--- src/rtl/game_input_conditioner_if.sv ---
// Raw board inputs in, conditioned switch/key levels, pulses and acked events out.
// Combinational bundle only; key_ack is the consumer's only back-channel.
interface game_input_conditioner_if #(
   parameter int NUM_SW  = 16,
   parameter int NUM_KEY = 4
);
   logic [NUM_SW-1:0]  sw_raw;
   logic [NUM_KEY-1:0] key_raw;
   logic [NUM_KEY-1:0] key_ack;
   logic [NUM_SW-1:0]  sw_clean;
   logic               sw_any;
   logic               sw_change;
   logic [NUM_KEY-1:0] key_down;
   logic [NUM_KEY-1:0] key_press;
   logic [NUM_KEY-1:0] key_evt;
   logic [NUM_KEY-1:0] key_long;

   modport master (
      output sw_raw, key_raw, key_ack,
      input  sw_clean, sw_any, sw_change, key_down, key_press, key_evt, key_long
   );

   modport slave (
      input  sw_raw, key_raw, key_ack,
      output sw_clean, sw_any, sw_change, key_down, key_press, key_evt, key_long
   );
endinterface

--- src/rtl/game_input_conditioner.sv ---
// Sync + debounce switches/keys; press pulses and sticky key events cleared by key_ack.
// Latency raw->clean 2+DB_CYCLES, no backpressure; `define KEY_LONGPRESS_EN adds long-press pulses.
module game_input_conditioner #(
   parameter int NUM_SW      = 16,
   parameter int NUM_KEY     = 4,
   parameter int DB_CYCLES   = 500000,
   parameter int CNT_W       = 20,
   parameter int LONG_CYCLES = 50000000
) (
   input  logic                      clk,
   input  logic                      rst,
   game_input_conditioner_if.slave   cond_if
);
   localparam int NB = NUM_SW + NUM_KEY;
   // Keys idle high (released), switches idle low.
   localparam logic [NB-1:0]    RST_VAL = {{NUM_KEY{1'b1}}, {NUM_SW{1'b0}}};
   localparam logic [CNT_W-1:0] DB_LAST = CNT_W'(DB_CYCLES - 1);

   if (DB_CYCLES < 2 || DB_CYCLES >= (1 << CNT_W)) begin : g_bad_db
      $error("DB_CYCLES out of range for CNT_W");
   end
   if (LONG_CYCLES < 2) begin : g_bad_long
      $error("LONG_CYCLES must be at least 2");
   end

   logic [NB-1:0]             s1_q, s2_q;
   logic [NB-1:0]             stb_q, stb_d;
   logic [NB-1:0][CNT_W-1:0]  cnt_q, cnt_d;
   logic                      sw_change_q, sw_change_d;
   logic [NUM_KEY-1:0]        press_q, press_d;
   logic [NUM_KEY-1:0]        evt_q, evt_d;
   logic [NUM_KEY-1:0]        key_down, key_down_nxt;

   assign key_down = ~stb_q[NB-1:NUM_SW];

   always_comb begin
      stb_d = stb_q;
      cnt_d = cnt_q;
      for (int i = 0; i < NB; i++) begin
         if (s2_q[i] == stb_q[i]) begin
            cnt_d[i] = '0;
         end else if (cnt_q[i] == DB_LAST) begin
            stb_d[i] = s2_q[i];
            cnt_d[i] = '0;
         end else begin
            cnt_d[i] = cnt_q[i] + CNT_W'(1);
         end
      end
      key_down_nxt = ~stb_d[NB-1:NUM_SW];
      sw_change_d  = (stb_d[NUM_SW-1:0] != stb_q[NUM_SW-1:0]);
      press_d      = key_down_nxt & ~key_down;
      // A press landing together with an ack must survive, so set is ORed last.
      evt_d        = (evt_q & ~cond_if.key_ack) | press_q;
   end

   always_ff @(posedge clk) begin
      if (!rst) begin
         s1_q        <= RST_VAL;
         s2_q        <= RST_VAL;
         stb_q       <= RST_VAL;
         cnt_q       <= '0;
         sw_change_q <= 1'b0;
         press_q     <= '0;
         evt_q       <= '0;
      end else begin
         s1_q        <= {cond_if.key_raw, cond_if.sw_raw};
         s2_q        <= s1_q;
         stb_q       <= stb_d;
         cnt_q       <= cnt_d;
         sw_change_q <= sw_change_d;
         press_q     <= press_d;
         evt_q       <= evt_d;
      end
   end

   assign cond_if.sw_clean  = stb_q[NUM_SW-1:0];
   assign cond_if.sw_any    = |stb_q[NUM_SW-1:0];
   assign cond_if.sw_change = sw_change_q;
   assign cond_if.key_down  = key_down;
   assign cond_if.key_press = press_q;
   assign cond_if.key_evt   = evt_q;

`ifdef KEY_LONGPRESS_EN
   localparam int            LW       = $clog2(LONG_CYCLES + 1);
   localparam logic [LW-1:0] LONG_MAX = LW'(LONG_CYCLES);
   localparam logic [LW-1:0] LONG_ARM = LW'(LONG_CYCLES - 1);

   logic [NUM_KEY-1:0][LW-1:0] hold_q, hold_d;
   logic [NUM_KEY-1:0]         long_q, long_d;

   // Counter parks at LONG_CYCLES so the arm value is seen once per hold.
   always_comb begin
      hold_d = hold_q;
      long_d = '0;
      for (int i = 0; i < NUM_KEY; i++) begin
         long_d[i] = key_down[i] && (hold_q[i] == LONG_ARM);
         if (!key_down[i]) begin
            hold_d[i] = '0;
         end else if (hold_q[i] != LONG_MAX) begin
            hold_d[i] = hold_q[i] + LW'(1);
         end
      end
   end

   always_ff @(posedge clk) begin
      if (!rst) begin
         hold_q <= '0;
         long_q <= '0;
      end else begin
         hold_q <= hold_d;
         long_q <= long_d;
      end
   end

   assign cond_if.key_long = long_q;
`else
   assign cond_if.key_long = '0;
`endif
endmodule

--- src/flat_wrapper.sv ---
// flat-port wrapper written by rule: the top's interface ports become plain ports
module game_input_conditioner_flat 
#(
   parameter int NUM_SW      = 16,
   parameter int NUM_KEY     = 4,
   parameter int DB_CYCLES   = 500000,
   parameter int CNT_W       = 20,
   parameter int LONG_CYCLES = 50000000
)
  (clk, rst, cond_if_sw_raw, cond_if_key_raw, cond_if_key_ack, cond_if_sw_clean, cond_if_sw_any, cond_if_sw_change, cond_if_key_down, cond_if_key_press, cond_if_key_evt, cond_if_key_long);
  game_input_conditioner_if #(.NUM_SW(NUM_SW), .NUM_KEY(NUM_KEY)) cond_if_i ();
  input  logic clk;
  input  logic rst;
  input wire logic [$bits(cond_if_i.sw_raw)-1:0] cond_if_sw_raw;
  input wire logic [$bits(cond_if_i.key_raw)-1:0] cond_if_key_raw;
  input wire logic [$bits(cond_if_i.key_ack)-1:0] cond_if_key_ack;
  output wire logic [$bits(cond_if_i.sw_clean)-1:0] cond_if_sw_clean;
  output wire logic [$bits(cond_if_i.sw_any)-1:0] cond_if_sw_any;
  output wire logic [$bits(cond_if_i.sw_change)-1:0] cond_if_sw_change;
  output wire logic [$bits(cond_if_i.key_down)-1:0] cond_if_key_down;
  output wire logic [$bits(cond_if_i.key_press)-1:0] cond_if_key_press;
  output wire logic [$bits(cond_if_i.key_evt)-1:0] cond_if_key_evt;
  output wire logic [$bits(cond_if_i.key_long)-1:0] cond_if_key_long;
  assign cond_if_i.sw_raw = cond_if_sw_raw;
  assign cond_if_i.key_raw = cond_if_key_raw;
  assign cond_if_i.key_ack = cond_if_key_ack;
  assign cond_if_sw_clean = cond_if_i.sw_clean;
  assign cond_if_sw_any = cond_if_i.sw_any;
  assign cond_if_sw_change = cond_if_i.sw_change;
  assign cond_if_key_down = cond_if_i.key_down;
  assign cond_if_key_press = cond_if_i.key_press;
  assign cond_if_key_evt = cond_if_i.key_evt;
  assign cond_if_key_long = cond_if_i.key_long;
  game_input_conditioner #(.NUM_SW(NUM_SW), .NUM_KEY(NUM_KEY), .DB_CYCLES(DB_CYCLES), .CNT_W(CNT_W), .LONG_CYCLES(LONG_CYCLES)) u_core (.clk(clk), .rst(rst), .cond_if(cond_if_i));
endmodule
--- config.mk ---
export PLATFORM = sky130hd
export DESIGN_NAME = game_input_conditioner_flat
export DESIGN_NICKNAME = d
export VERILOG_FILES = /design/src/rtl/game_input_conditioner_if.sv /design/src/rtl/game_input_conditioner.sv /design/src/flat_wrapper.sv
export SDC_FILE = /design/constraint.sdc
export NUM_CORES = 1
export LEC_CHECK = 0
export BUFFER_PORTS_ARGS = -buffer_cell sky130_fd_sc_hd__buf_4
export CAP_MARGIN = 0
export CORE_MARGIN = 4
export CORE_UTILIZATION = 67
export DETAILED_ROUTE_END_ITERATION = 12
export PLACE_DENSITY = 0.85
export RECOVER_POWER = 25
export SYNTH_ARGS = -nofsm -noshare
export SYNTH_HDL_FRONTEND = slang
export SYNTH_SLANG_ARGS = --single-unit
--- constraint.sdc ---
create_clock -name clk -period 3.7 [get_ports clk]
set_clock_uncertainty 0.05 [all_clocks]
set_input_delay 0.185 -clock clk [delete_from_list [all_inputs] [get_ports clk]]
set_output_delay 0.185 -clock clk [all_outputs]
set_load 0.005 [all_outputs]
==> results of run 1 <==
==> cell type report <==
class,count,share of cell area
Sequential cell,469,0.432
Inverter,44,0.00760
Tap cell,384,0.0221
Clock buffer,71,0.0642
Timing Repair Buffer,84,0.0278
Clock inverter,12,0.00432
Multi-Input combinational cell,1627,0.442
==> worst max-delay path, stage by stage (launching register included) <==
cell	delay, ns
sky130_fd_sc_hd__dfxtp_1	0.35
sky130_fd_sc_hd__ha_1	0.28
sky130_fd_sc_hd__nor4b_1	0.18
sky130_fd_sc_hd__nand4_1	0.19
sky130_fd_sc_hd__o32ai_1	0.12
sky130_fd_sc_hd__a2111oi_0	0.64
sky130_fd_sc_hd__nand4_1	0.27
sky130_fd_sc_hd__o21a_1	0.25
==> stage by stage <==
stage	total power, W	area, µm²
after floorplan	0.00527	19500
after global placement	0.00531	20100
after detailed placement	0.00531	20100
after CTS	0.00986	21800
after global routing	0.0101	21700
final	0.00978	21700
==> power groups by stage <==
stage	Combinational, W	Clock (W)	Sequential (W)
detailed placement	0.000108	0	0.00520
finish	0.000127	0.00456	0.00509
floorplan	0.0000739	0	0.00520
global placement	0.000105	0	0.00520
CTS	0.000129	0.00463	0.00509
global route	0.000142	0.00485	0.00509
==> synth_stat cells, types with 22 or more instances <==
cell type,count,area [µm²]
sky130_fd_sc_hd__nor2_1,466,1750
sky130_fd_sc_hd__nand3_1,136,681
sky130_fd_sc_hd__nor3_1,38,190
sky130_fd_sc_hd__xnor2_1,141,1230
sky130_fd_sc_hd__nor4_1,36,225
sky130_fd_sc_hd__nand2_1,152,571
sky130_fd_sc_hd__or3_1,27,169
sky130_fd_sc_hd__a21oi_1,25,125
sky130_fd_sc_hd__xor2_1,214,1870
sky130_fd_sc_hd__clkbuf_1,45,169
sky130_fd_sc_hd__nor2b_1,22,138
sky130_fd_sc_hd__and4_1,25,219
sky130_fd_sc_hd__dfxtp_1,469,9390
sky130_fd_sc_hd__and2_1,38,238
sky130_fd_sc_hd__inv_1,44,165
sky130_fd_sc_hd__and3_1,68,425
sky130_fd_sc_hd__o21ai_0,29,145
sky130_fd_sc_hd__nand4_1,80,500
==> flip-flops by register name, summed over array words and instances, names as in the netlist <==
register and cells:
u_core.cnt_q 400, u_core.s2_q 20, u_core.cond_if.sw_change 1, u_core.stb_q 20
u_core.cond_if.key_press 4, u_core.cond_if.key_evt 4, u_core.s1_q 20
==> kinds of logic after synthesis <==
group / share of synthesized area
mux: 0.00769
buf+inv: 0.0272
flops: 0.481
compound gates: 0.0222
other cells: 0.000192
fa+ha+maj: 0.0128
simple gates: 0.290
xor+xnor: 0.159
==> worst paths after layout <==
| path | end | slack, ns |
|---|---|---|
| setup reg to reg | u_core.cond_if.sw_change | 1.28 |
| hold reg to reg | u_core.s2_q[19] | 0.38 |
| setup / recovery | u_core.cond_if.sw_change | 1.28 |
| hold / removal | u_core.s1_q[19] | 0.11 |
==> routing by layer <==
| metal | up-vias | part of all wire | track usage |
|---|---|---|---|
| li1 | 7503 | - | - |
| met1 | 6997 | 0.44 | 0.316 |
| met2 | 291 | 0.49 | 0.419 |
| met3 | 74 | 0.052 | 0.0428 |
| met4 | 0 | 0.020 | 0.0700 |
| met5 | - | 0 | 0 |
==> flow_summary.html, run 1 <==
<table>
<tr><th>Metric</th><th>Value</th></tr>
<tr><th colspan="2">STA</th></tr>
<tr><td>Worst-Margin Slew</td><td>0.881 ns</td></tr>
<tr><td>RSZ-0062 raised after global routing</td><td>no</td></tr>
<tr><td>Period utilisation layout</td><td>0.654</td></tr>
<tr><td>Setup slack of the critical path after layout</td><td>1.28 ns</td></tr>
<tr><td>Highest Clock Rate</td><td>0.413 GHz</td></tr>
<tr><td>Final total negative setup slack</td><td>0 ns</td></tr>
<tr><td>Headroom to the max-slew limit</td><td>0.410</td></tr>
<tr><td>Hold Vio Cnt, Final</td><td>0</td></tr>
<tr><td>Hold slack</td><td>0.111 ns</td></tr>
<tr><td>Pins Over Slew Limit</td><td>0</td></tr>
<tr><td>Min cycle time layout</td><td>2.42 ns</td></tr>
<tr><td>Setup-failing EPs final</td><td>0</td></tr>
<tr><th colspan="2">Worst setup path</th></tr>
<tr><td>Critical path start-end classification</td><td>reg -&gt; reg</td></tr>
<tr><td>Worst r2r src</td><td>u_core.cnt_q[220]</td></tr>
<tr><td>Startpoint Class</td><td>flop</td></tr>
<tr><td>Timing startpoint of the critical path</td><td>u_core.cnt_q[220]</td></tr>
<tr><td>Endpoint type of the worst setup path</td><td>flop</td></tr>
<tr><td>CP Data Required Time</td><td>4.08 ns</td></tr>
<tr><td>Worst endpoint data arrival time</td><td>2.80 ns</td></tr>
<tr><td>Worst Reg2Reg Path Length in Cells</td><td>7</td></tr>
<tr><td>Max FO, Critical Path</td><td>5</td></tr>
<tr><th colspan="2">Floorplanning</th></tr>
<tr><td>Starting utilization of the core area</td><td>0.680</td></tr>
<tr><td>Die X-Extent</td><td>179 µm</td></tr>
<tr><td>DIE AREA</td><td>31900 µm²</td></tr>
<tr><td>Core Footprint</td><td>28700 µm²</td></tr>
<tr><td>Placement row count</td><td>62</td></tr>
<tr><td>Chip Height</td><td>179 µm</td></tr>
<tr><td>Number of top-level design ports</td><td>60</td></tr>
<tr><th colspan="2">Logic synthesis</th></tr>
<tr><td>Post-synthesis sequential area ratio</td><td>0.481</td></tr>
<tr><td>Syn_area_per_cell</td><td>8.83 µm²</td></tr>
<tr><td>Post-Syn Area</td><td>19500 µm²</td></tr>
<tr><td>Yosys warns</td><td>0</td></tr>
<tr><td>Number of synthesized flops with an enable pin</td><td>0</td></tr>
<tr><td>Leading register cell type out of synthesis</td><td>sky130_fd_sc_hd__dfxtp_1</td></tr>
<tr><td>Number of distinct library cell variants in the gate-level netlist after synthesis</td><td>48</td></tr>
<tr><td>Register bit total from synthesis</td><td>469</td></tr>
<tr><td>Async S/R FF share, synth</td><td>0</td></tr>
<tr><td>Number of cells produced by synthesis</td><td>2210</td></tr>
<tr><th colspan="2">Cells and area</th></tr>
<tr><td>Sequential standard cell area</td><td>9390 µm²</td></tr>
<tr><td>Fraction of final layout cells sized beyond drive strength 1</td><td>0.0555</td></tr>
<tr><td>Share of the core filled with cells</td><td>0.757</td></tr>
<tr><td>Area of the multi-input gates</td><td>9610 µm²</td></tr>
<tr><td>Area growth from synthesis to layout</td><td>11.4%</td></tr>
<tr><td>Most common library cell in the layout ignoring fill and taps</td><td>sky130_fd_sc_hd__dfxtp_1</td></tr>
<tr><td>Most used cells in the layout excluding fill and tap cells</td><td>sky130_fd_sc_hd__dfxtp_1 (469), sky130_fd_sc_hd__nor2_1 (466), sky130_fd_sc_hd__xor2_1 (214)</td></tr>
<tr><td>Antenna Cells</td><td>0</td></tr>
<tr><td>Number of standard cells in the final layout excluding fillers</td><td>2691</td></tr>
<tr><td>Fin nets</td><td>2318</td></tr>
<tr><td>Fillers</td><td>1979</td></tr>
<tr><th colspan="2">Power and ir drop</th></tr>
<tr><td>Power density cells</td><td>450 nW/µm²</td></tr>
<tr><td>Power share of the clock group</td><td>0.466</td></tr>
<tr><td>Leakage</td><td>7.23 nW</td></tr>
<tr><td>Peak supply drop</td><td>0.380 mV</td></tr>
<tr><td>Net Sw Frac</td><td>0.203</td></tr>
<tr><td>Switch Pwr</td><td>0.00198 W</td></tr>
<tr><td>Flop pwr share</td><td>0.521</td></tr>
<tr><td>Cell Int Power</td><td>0.00779 W</td></tr>
<tr><td>Combinational Power Share</td><td>0.013</td></tr>
<tr><th colspan="2">Min path</th></tr>
<tr><td>Number of stages on the worst hold path</td><td>2</td></tr>
<tr><td>Hold Crit Start</td><td>rst</td></tr>
<tr><td>Tightest Hold Check Type</td><td>in -&gt; reg</td></tr>
<tr><th colspan="2">Placement</th></tr>
<tr><td>Detailed placement HPWL</td><td>25000 µm</td></tr>
<tr><td>PortBufs</td><td>55</td></tr>
<tr><td>Worst slack at placement</td><td>1.31 ns</td></tr>
<tr><td>RePlAce Congestion</td><td>0.835</td></tr>
<tr><td>Total placed cells including tap cells</td><td>2584</td></tr>
<tr><th colspan="2">Clock network</th></tr>
<tr><td>Clk sink count</td><td>469</td></tr>
<tr><td>CTS Buffer Depth</td><td>3</td></tr>
<tr><td>TritonCTS clock tree</td><td>yes</td></tr>
<tr><td>Deepest level of the CTS H-tree</td><td>2</td></tr>
<tr><td>Hold bufs inserted after CTS</td><td>24</td></tr>
<tr><td>Source-to-sink clock delay at the later pin of the worst-skew pair</td><td>0.55 ns</td></tr>
<tr><td>Post-CTS clock slew at the launch and capture registers of the worst setup and hold paths</td><td>0.06 ns</td></tr>
<tr><td>Number of buffers added by the clock tree synthesis step</td><td>46</td></tr>
<tr><td>Number of resized instances in the post-cts repair step</td><td>0</td></tr>
<tr><td>Post-CTS Setup Inserts</td><td>0</td></tr>
<tr><td>Clock root buffer</td><td>sky130_fd_sc_hd__clkbuf_16</td></tr>
<tr><th colspan="2">Routing</th></tr>
<tr><td>Vias per inst</td><td>5.52</td></tr>
<tr><td>Drt initial violations</td><td>820</td></tr>
<tr><td>Number of DRC violations after detailed routing</td><td>0</td></tr>
<tr><td>Post-DR wirelength/cell</td><td>14.3 µm</td></tr>
<tr><td>Vias</td><td>14900</td></tr>
<tr><td>Post-detailed-route count of antenna-violating nets</td><td>0</td></tr>
<tr><td>First-pass DRT Iterations</td><td>5</td></tr>
<tr><td>Wirelength, routed</td><td>38400 µm</td></tr>
<tr><th colspan="2">GRT</th></tr>
<tr><td>Wire length of the first global-routing pass</td><td>66400 µm</td></tr>
<tr><td>Residual overflow from global routing</td><td>0</td></tr>
<tr><td>Aggregate global-route resource usage</td><td>0.243</td></tr>
<tr><td>Maximum number of pins on one net before global-route repair</td><td>64</td></tr>
<tr><td>Vias in the first global route</td><td>14500</td></tr>
<tr><td>Initial antenna violation count</td><td>0</td></tr>
<tr><th colspan="2">Status</th></tr>
<tr><td>Status</td><td>finished clean</td></tr>
<tr><th colspan="2">Run</th></tr>
<tr><td>Number of violations of the max-capacitance limit</td><td>0</td></tr>
</table>
Power figures use the tool's default switching activity.
==> run 2, diff against run 1 <==
Settings changed: ABC_AREA set to 1, CORE_UTILIZATION 67 to 63, PLACE_DENSITY 0.85 to 0.8.
Clock period 3.7 ns to 2.26 ns, I/O delays scaled along.
==> run 2 against run 1 <==
Clock power is 84% higher. Global-route usage down 1.7 points. Non-clock buffer count is 18 higher. Core utilization down 3.6 points. Design area rose by 12%. Via count increased by 23%. Total power increased by 74%. Largest cell class unchanged. Critical endpoint is now u_core.cnt_q[378]. Sequential power grew 64%.
==> flow_summary.html, run 2 <==
<table>
<tr><th>Metric</th><th>Value</th></tr>
<tr><th colspan="2">Status</th></tr>
<tr><td>Status</td><td>finished clean</td></tr>
<tr><th colspan="2">Logic synthesis</th></tr>
<tr><td>Most frequent cell after synthesis</td><td>sky130_fd_sc_hd__nor2_1</td></tr>
<tr><td>Leading register cell type out of synthesis</td><td>sky130_fd_sc_hd__dfxtp_1</td></tr>
<tr><td>Post-synth top area cell</td><td>sky130_fd_sc_hd__dfxtp_1</td></tr>
<tr><td>Synth top area cells</td><td>sky130_fd_sc_hd__dfxtp_1 (43%), sky130_fd_sc_hd__nor2_1 (8.3%), sky130_fd_sc_hd__nand2_1 (8.2%), sky130_fd_sc_hd__inv_1 (7.3%), sky130_fd_sc_hd__xor2_1 (4.1%)</td></tr>
<tr><td>Async S/R FF share, synth</td><td>0</td></tr>
<tr><td>Number of synthesized flops with an enable pin</td><td>0</td></tr>
<tr><td>Yosys warns</td><td>0</td></tr>
<tr><td>Post-Syn Area</td><td>21600 µm²</td></tr>
<tr><td>Post-synthesis sequential area ratio</td><td>0.434</td></tr>
<tr><td>Number of cells produced by synthesis</td><td>2897</td></tr>
<tr><td>Syn_area_per_cell</td><td>7.47 µm²</td></tr>
<tr><td>Number of distinct library cell variants in the gate-level netlist after synthesis</td><td>50</td></tr>
<tr><td>Most used standard cells in the synthesized netlist</td><td>sky130_fd_sc_hd__nor2_1 (476), sky130_fd_sc_hd__nand2_1 (471), sky130_fd_sc_hd__dfxtp_1 (469)</td></tr>
<tr><td>Register bit total from synthesis</td><td>469</td></tr>
<tr><td>Share of Yosys cell area claimed by the top area cell type</td><td>0.434</td></tr>
<tr><th colspan="2">Clock network</th></tr>
<tr><td>Number of buffers added by the clock tree synthesis step</td><td>49</td></tr>
<tr><td>Post-CTS clock slew at the launch and capture registers of the worst setup and hold paths</td><td>0.06 ns</td></tr>
<tr><td>Clock root buffer</td><td>sky130_fd_sc_hd__clkbuf_16</td></tr>
<tr><td>CTS Buffer Depth</td><td>3</td></tr>
<tr><td>Post-CTS Setup Inserts</td><td>0</td></tr>
<tr><td>TritonCTS clock tree</td><td>yes</td></tr>
<tr><td>Deepest level of the CTS H-tree</td><td>2</td></tr>
<tr><td>Clk sink count</td><td>469</td></tr>
<tr><td>Source-to-sink clock delay at the later pin of the worst-skew pair</td><td>0.56 ns</td></tr>
<tr><th colspan="2">Placement</th></tr>
<tr><td>Detailed placement HPWL</td><td>30200 µm</td></tr>
<tr><td>Dpl cell area</td><td>22400 µm²</td></tr>
<tr><td>PortBufs</td><td>55</td></tr>
<tr><td>RePlAce Congestion</td><td>0.857</td></tr>
<tr><th colspan="2">STA</th></tr>
<tr><td>Final total negative setup slack</td><td>0 ns</td></tr>
<tr><td>Worst-Margin Slew</td><td>0.936 ns</td></tr>
<tr><td>Headroom to the max-slew limit</td><td>0.374</td></tr>
<tr><td>Min cycle time layout</td><td>1.98 ns</td></tr>
<tr><td>Highest Clock Rate</td><td>0.505 GHz</td></tr>
<tr><td>Setup-failing EPs final</td><td>0</td></tr>
<tr><td>Pins Over Slew Limit</td><td>0</td></tr>
<tr><td>RSZ-0062 raised after global routing</td><td>no</td></tr>
<tr><td>Period utilisation layout</td><td>0.877</td></tr>
<tr><td>Hold Vio Cnt, Final</td><td>0</td></tr>
<tr><th colspan="2">Min path</th></tr>
<tr><td>Tightest Hold Check Type</td><td>in -&gt; reg</td></tr>
<tr><td>Hold Crit Start</td><td>cond_if_sw_raw[0]</td></tr>
<tr><td>Number of stages on the worst hold path</td><td>4</td></tr>
<tr><th colspan="2">Cells and area</th></tr>
<tr><td>Summed area of non-filler cells in the final layout</td><td>24300 µm²</td></tr>
<tr><td>Flip-flop count of the largest register, all copies and words added</td><td>400</td></tr>
<tr><td>Fin nets</td><td>3043</td></tr>
<tr><td>Largest Register</td><td>u_core.cnt_q</td></tr>
<tr><td>Antenna Cells</td><td>0</td></tr>
<tr><td>Most used cells in the layout excluding fill and tap cells</td><td>sky130_fd_sc_hd__nor2_1 (479), sky130_fd_sc_hd__nand2_1 (471), sky130_fd_sc_hd__dfxtp_1 (469)</td></tr>
<tr><td>Fraction of final layout cells sized beyond drive strength 1</td><td>0.104</td></tr>
<tr><td>Area growth from synthesis to layout</td><td>12.4%</td></tr>
<tr><td>Most common library cell in the layout ignoring fill and taps</td><td>sky130_fd_sc_hd__nor2_1</td></tr>
<tr><th colspan="2">Floorplanning</th></tr>
<tr><td>Number of top-level design ports</td><td>60</td></tr>
<tr><td>Chip Height</td><td>193 µm</td></tr>
<tr><td>Starting utilization of the core area</td><td>0.642</td></tr>
<tr><td>Core Footprint</td><td>33700 µm²</td></tr>
<tr><td>DIE AREA</td><td>37400 µm²</td></tr>
<tr><td>Die X-Extent</td><td>193 µm</td></tr>
<tr><td>Placement row count</td><td>67</td></tr>
<tr><th colspan="2">Run</th></tr>
<tr><td>Number of violations of the max-capacitance limit</td><td>0</td></tr>
<tr><th colspan="2">Worst setup path</th></tr>
<tr><td>Worst endpoint data arrival time</td><td>2.37 ns</td></tr>
<tr><td>Timing startpoint of the critical path</td><td>u_core.cnt_q[360]</td></tr>
<tr><td>Worst Reg2Reg Path Length in Cells</td><td>8</td></tr>
<tr><td>Maximum single-stage delay on the critical path</td><td>0.39 ns</td></tr>
<tr><td>Endpoint type of the worst setup path</td><td>flop</td></tr>
<tr><td>Startpoint Class</td><td>flop</td></tr>
<tr><td>Family of cells with the greatest summed delay on the critical path</td><td>simple AND/OR/NAND/NOR gates</td></tr>
<tr><td>Cell repeated most along the worst path</td><td>sky130_fd_sc_hd__nor2_1</td></tr>
<tr><td>CP Data Required Time</td><td>2.65 ns</td></tr>
<tr><td>WP buf/inv</td><td>1</td></tr>
<tr><td>Worst-path cell chain</td><td>ha_1 &gt; nand2_1 &gt; nor2_1 &gt; nand3_1 &gt; o21ai_0 &gt; clkbuf_2 &gt; nor2_1 &gt; o21a_1</td></tr>
<tr><td>Logic depth of the worst setup path including buffers</td><td>8</td></tr>
<tr><td>Critical path start-end classification</td><td>reg -&gt; reg</td></tr>
<tr><td>CP max stage cell</td><td>sky130_fd_sc_hd__clkbuf_2</td></tr>
<tr><td>Max FO, Critical Path</td><td>20</td></tr>
<tr><td>Worst r2r src</td><td>u_core.cnt_q[360]</td></tr>
<tr><th colspan="2">Routing</th></tr>
<tr><td>First-pass DRT Iterations</td><td>6</td></tr>
<tr><td>Wirelength, routed</td><td>43500 µm</td></tr>
<tr><td>Drt initial violations</td><td>967</td></tr>
<tr><td>Post-detailed-route count of antenna-violating nets</td><td>0</td></tr>
<tr><td>Number of DRC violations after detailed routing</td><td>0</td></tr>
<tr><td>Vias</td><td>18200</td></tr>
<tr><td>Vias per inst</td><td>5.24</td></tr>
<tr><td>Post-DR wirelength/cell</td><td>12.5 µm</td></tr>
<tr><th colspan="2">Power and ir drop</th></tr>
<tr><td>Combinational Power Share</td><td>0.016</td></tr>
<tr><td>Power density cells</td><td>699 nW/µm²</td></tr>
<tr><td>Switch Pwr</td><td>0.00343 W</td></tr>
<tr><td>Cell Int Power</td><td>0.0136 W</td></tr>
<tr><td>Net Sw Frac</td><td>0.202</td></tr>
<tr><td>Peak supply drop</td><td>0.604 mV</td></tr>
<tr><td>Flop pwr share</td><td>0.490</td></tr>
<tr><td>Leakage</td><td>9.43 nW</td></tr>
<tr><td>Power share of the clock group</td><td>0.494</td></tr>
<tr><th colspan="2">GRT</th></tr>
<tr><td>Initial antenna violation count</td><td>0</td></tr>
<tr><td>Wire length of the first global-routing pass</td><td>75900 µm</td></tr>
<tr><td>Maximum number of pins on one net before global-route repair</td><td>30</td></tr>
<tr><td>Aggregate global-route resource usage</td><td>0.227</td></tr>
<tr><td>Vias in the first global route</td><td>17600</td></tr>
<tr><td>Residual overflow from global routing</td><td>0</td></tr>
</table>
-- run 2: changes by cell type after synthesis, sizes merged, moves of 39 or more --
cell and change:
a21oi +125, and3 -67, clkbuf -45, inv +382
nand2 +345, nor2 +66, nor3 +122, nor3b +39
o21ai +47, xnor2 -102, xor2 -112
-- run 2: cell type report --
cell class / instances / area [µm²]
Inverter: 426 / 1600
Multi-Input combinational cell: 1949 / 10200
Clock buffer: 68 / 1450
Sequential cell: 469 / 9390
Clock inverter: 19 / 263
Fill cell: 2638 / 9370
Timing Repair Buffer: 102 / 825
Tap cell: 448 / 561
-- run 2: kinds of logic after synthesis --
family / share of synthesized area
fa+ha+maj: 0.0116
simple gates: 0.339
buf+inv: 0.0913
flops: 0.434
compound gates: 0.0673
other cells: 0.000173
xor+xnor: 0.0571
-- run 2: final timing paths --
kind,endpoint,slack [ns]
max,u_core.cnt_q[378],0.28
min reg2reg,u_core.s2_q[17],0.35
min,u_core.s1_q[0],0.23
max reg2reg,u_core.cnt_q[378],0.28
-- run 2: power groups by stage --
stage	Combinational [W]	Sequential [W]	Clock, W
2_1_floorplan	0.000159	0.00851	0
3_3_place_gp	0.000217	0.00852	0
3_5_place_dp	0.000225	0.00852	0
4_1_cts	0.000271	0.00833	0.00856
5_1_grt	0.000305	0.00833	0.00892
6_report	0.000274	0.00834	0.00839
-- run 2: worst min-delay path, cell delays in order --
cell	delay [ns]
sky130_fd_sc_hd__dlygate4sd3_1	0.53
sky130_fd_sc_hd__buf_4	0.10
sky130_fd_sc_hd__nand2_1	0.04
sky130_fd_sc_hd__inv_1	0.04
-- run 2: timing repair --
item                                    4_1_cts  5_1_grt
resized for setup                             0        1
endpoints found under the setup margin        0        9
endpoints found under the hold margin        34        0
hold buffers                                 33        0
-- run 2: metrics by stage --
stage	total power, W	setup WS, ns	hold WS [ns]	util	std cells
after floorplan	0.00867	0.709	0.161	-	2900
after global placement	0.00873	0.374	0.245	0.664	3361
after detailed placement	0.00874	0.249	0.247	0.664	3361
after CTS	0.0172	0.191	0.202	0.724	3481
after global routing	0.0176	0.0459	0.235	0.722	3481
final	0.0170	0.279	0.231	0.722	3481
-- run 2: routing by layer --
| metal | GRT usage | up-vias | part of all wire | wire length [µm] |
|---|---|---|---|---|
| met5 | 0 | - | 0 | 0 |
| met4 | 0.0774 | 0 | 0.032 | 1370 |
| met3 | 0.0384 | 111 | 0.044 | 1930 |
| met2 | 0.401 | 330 | 0.49 | 21200 |
| met1 | 0.281 | 8390 | 0.44 | 19000 |
| li1 | - | 9411 | - | - |
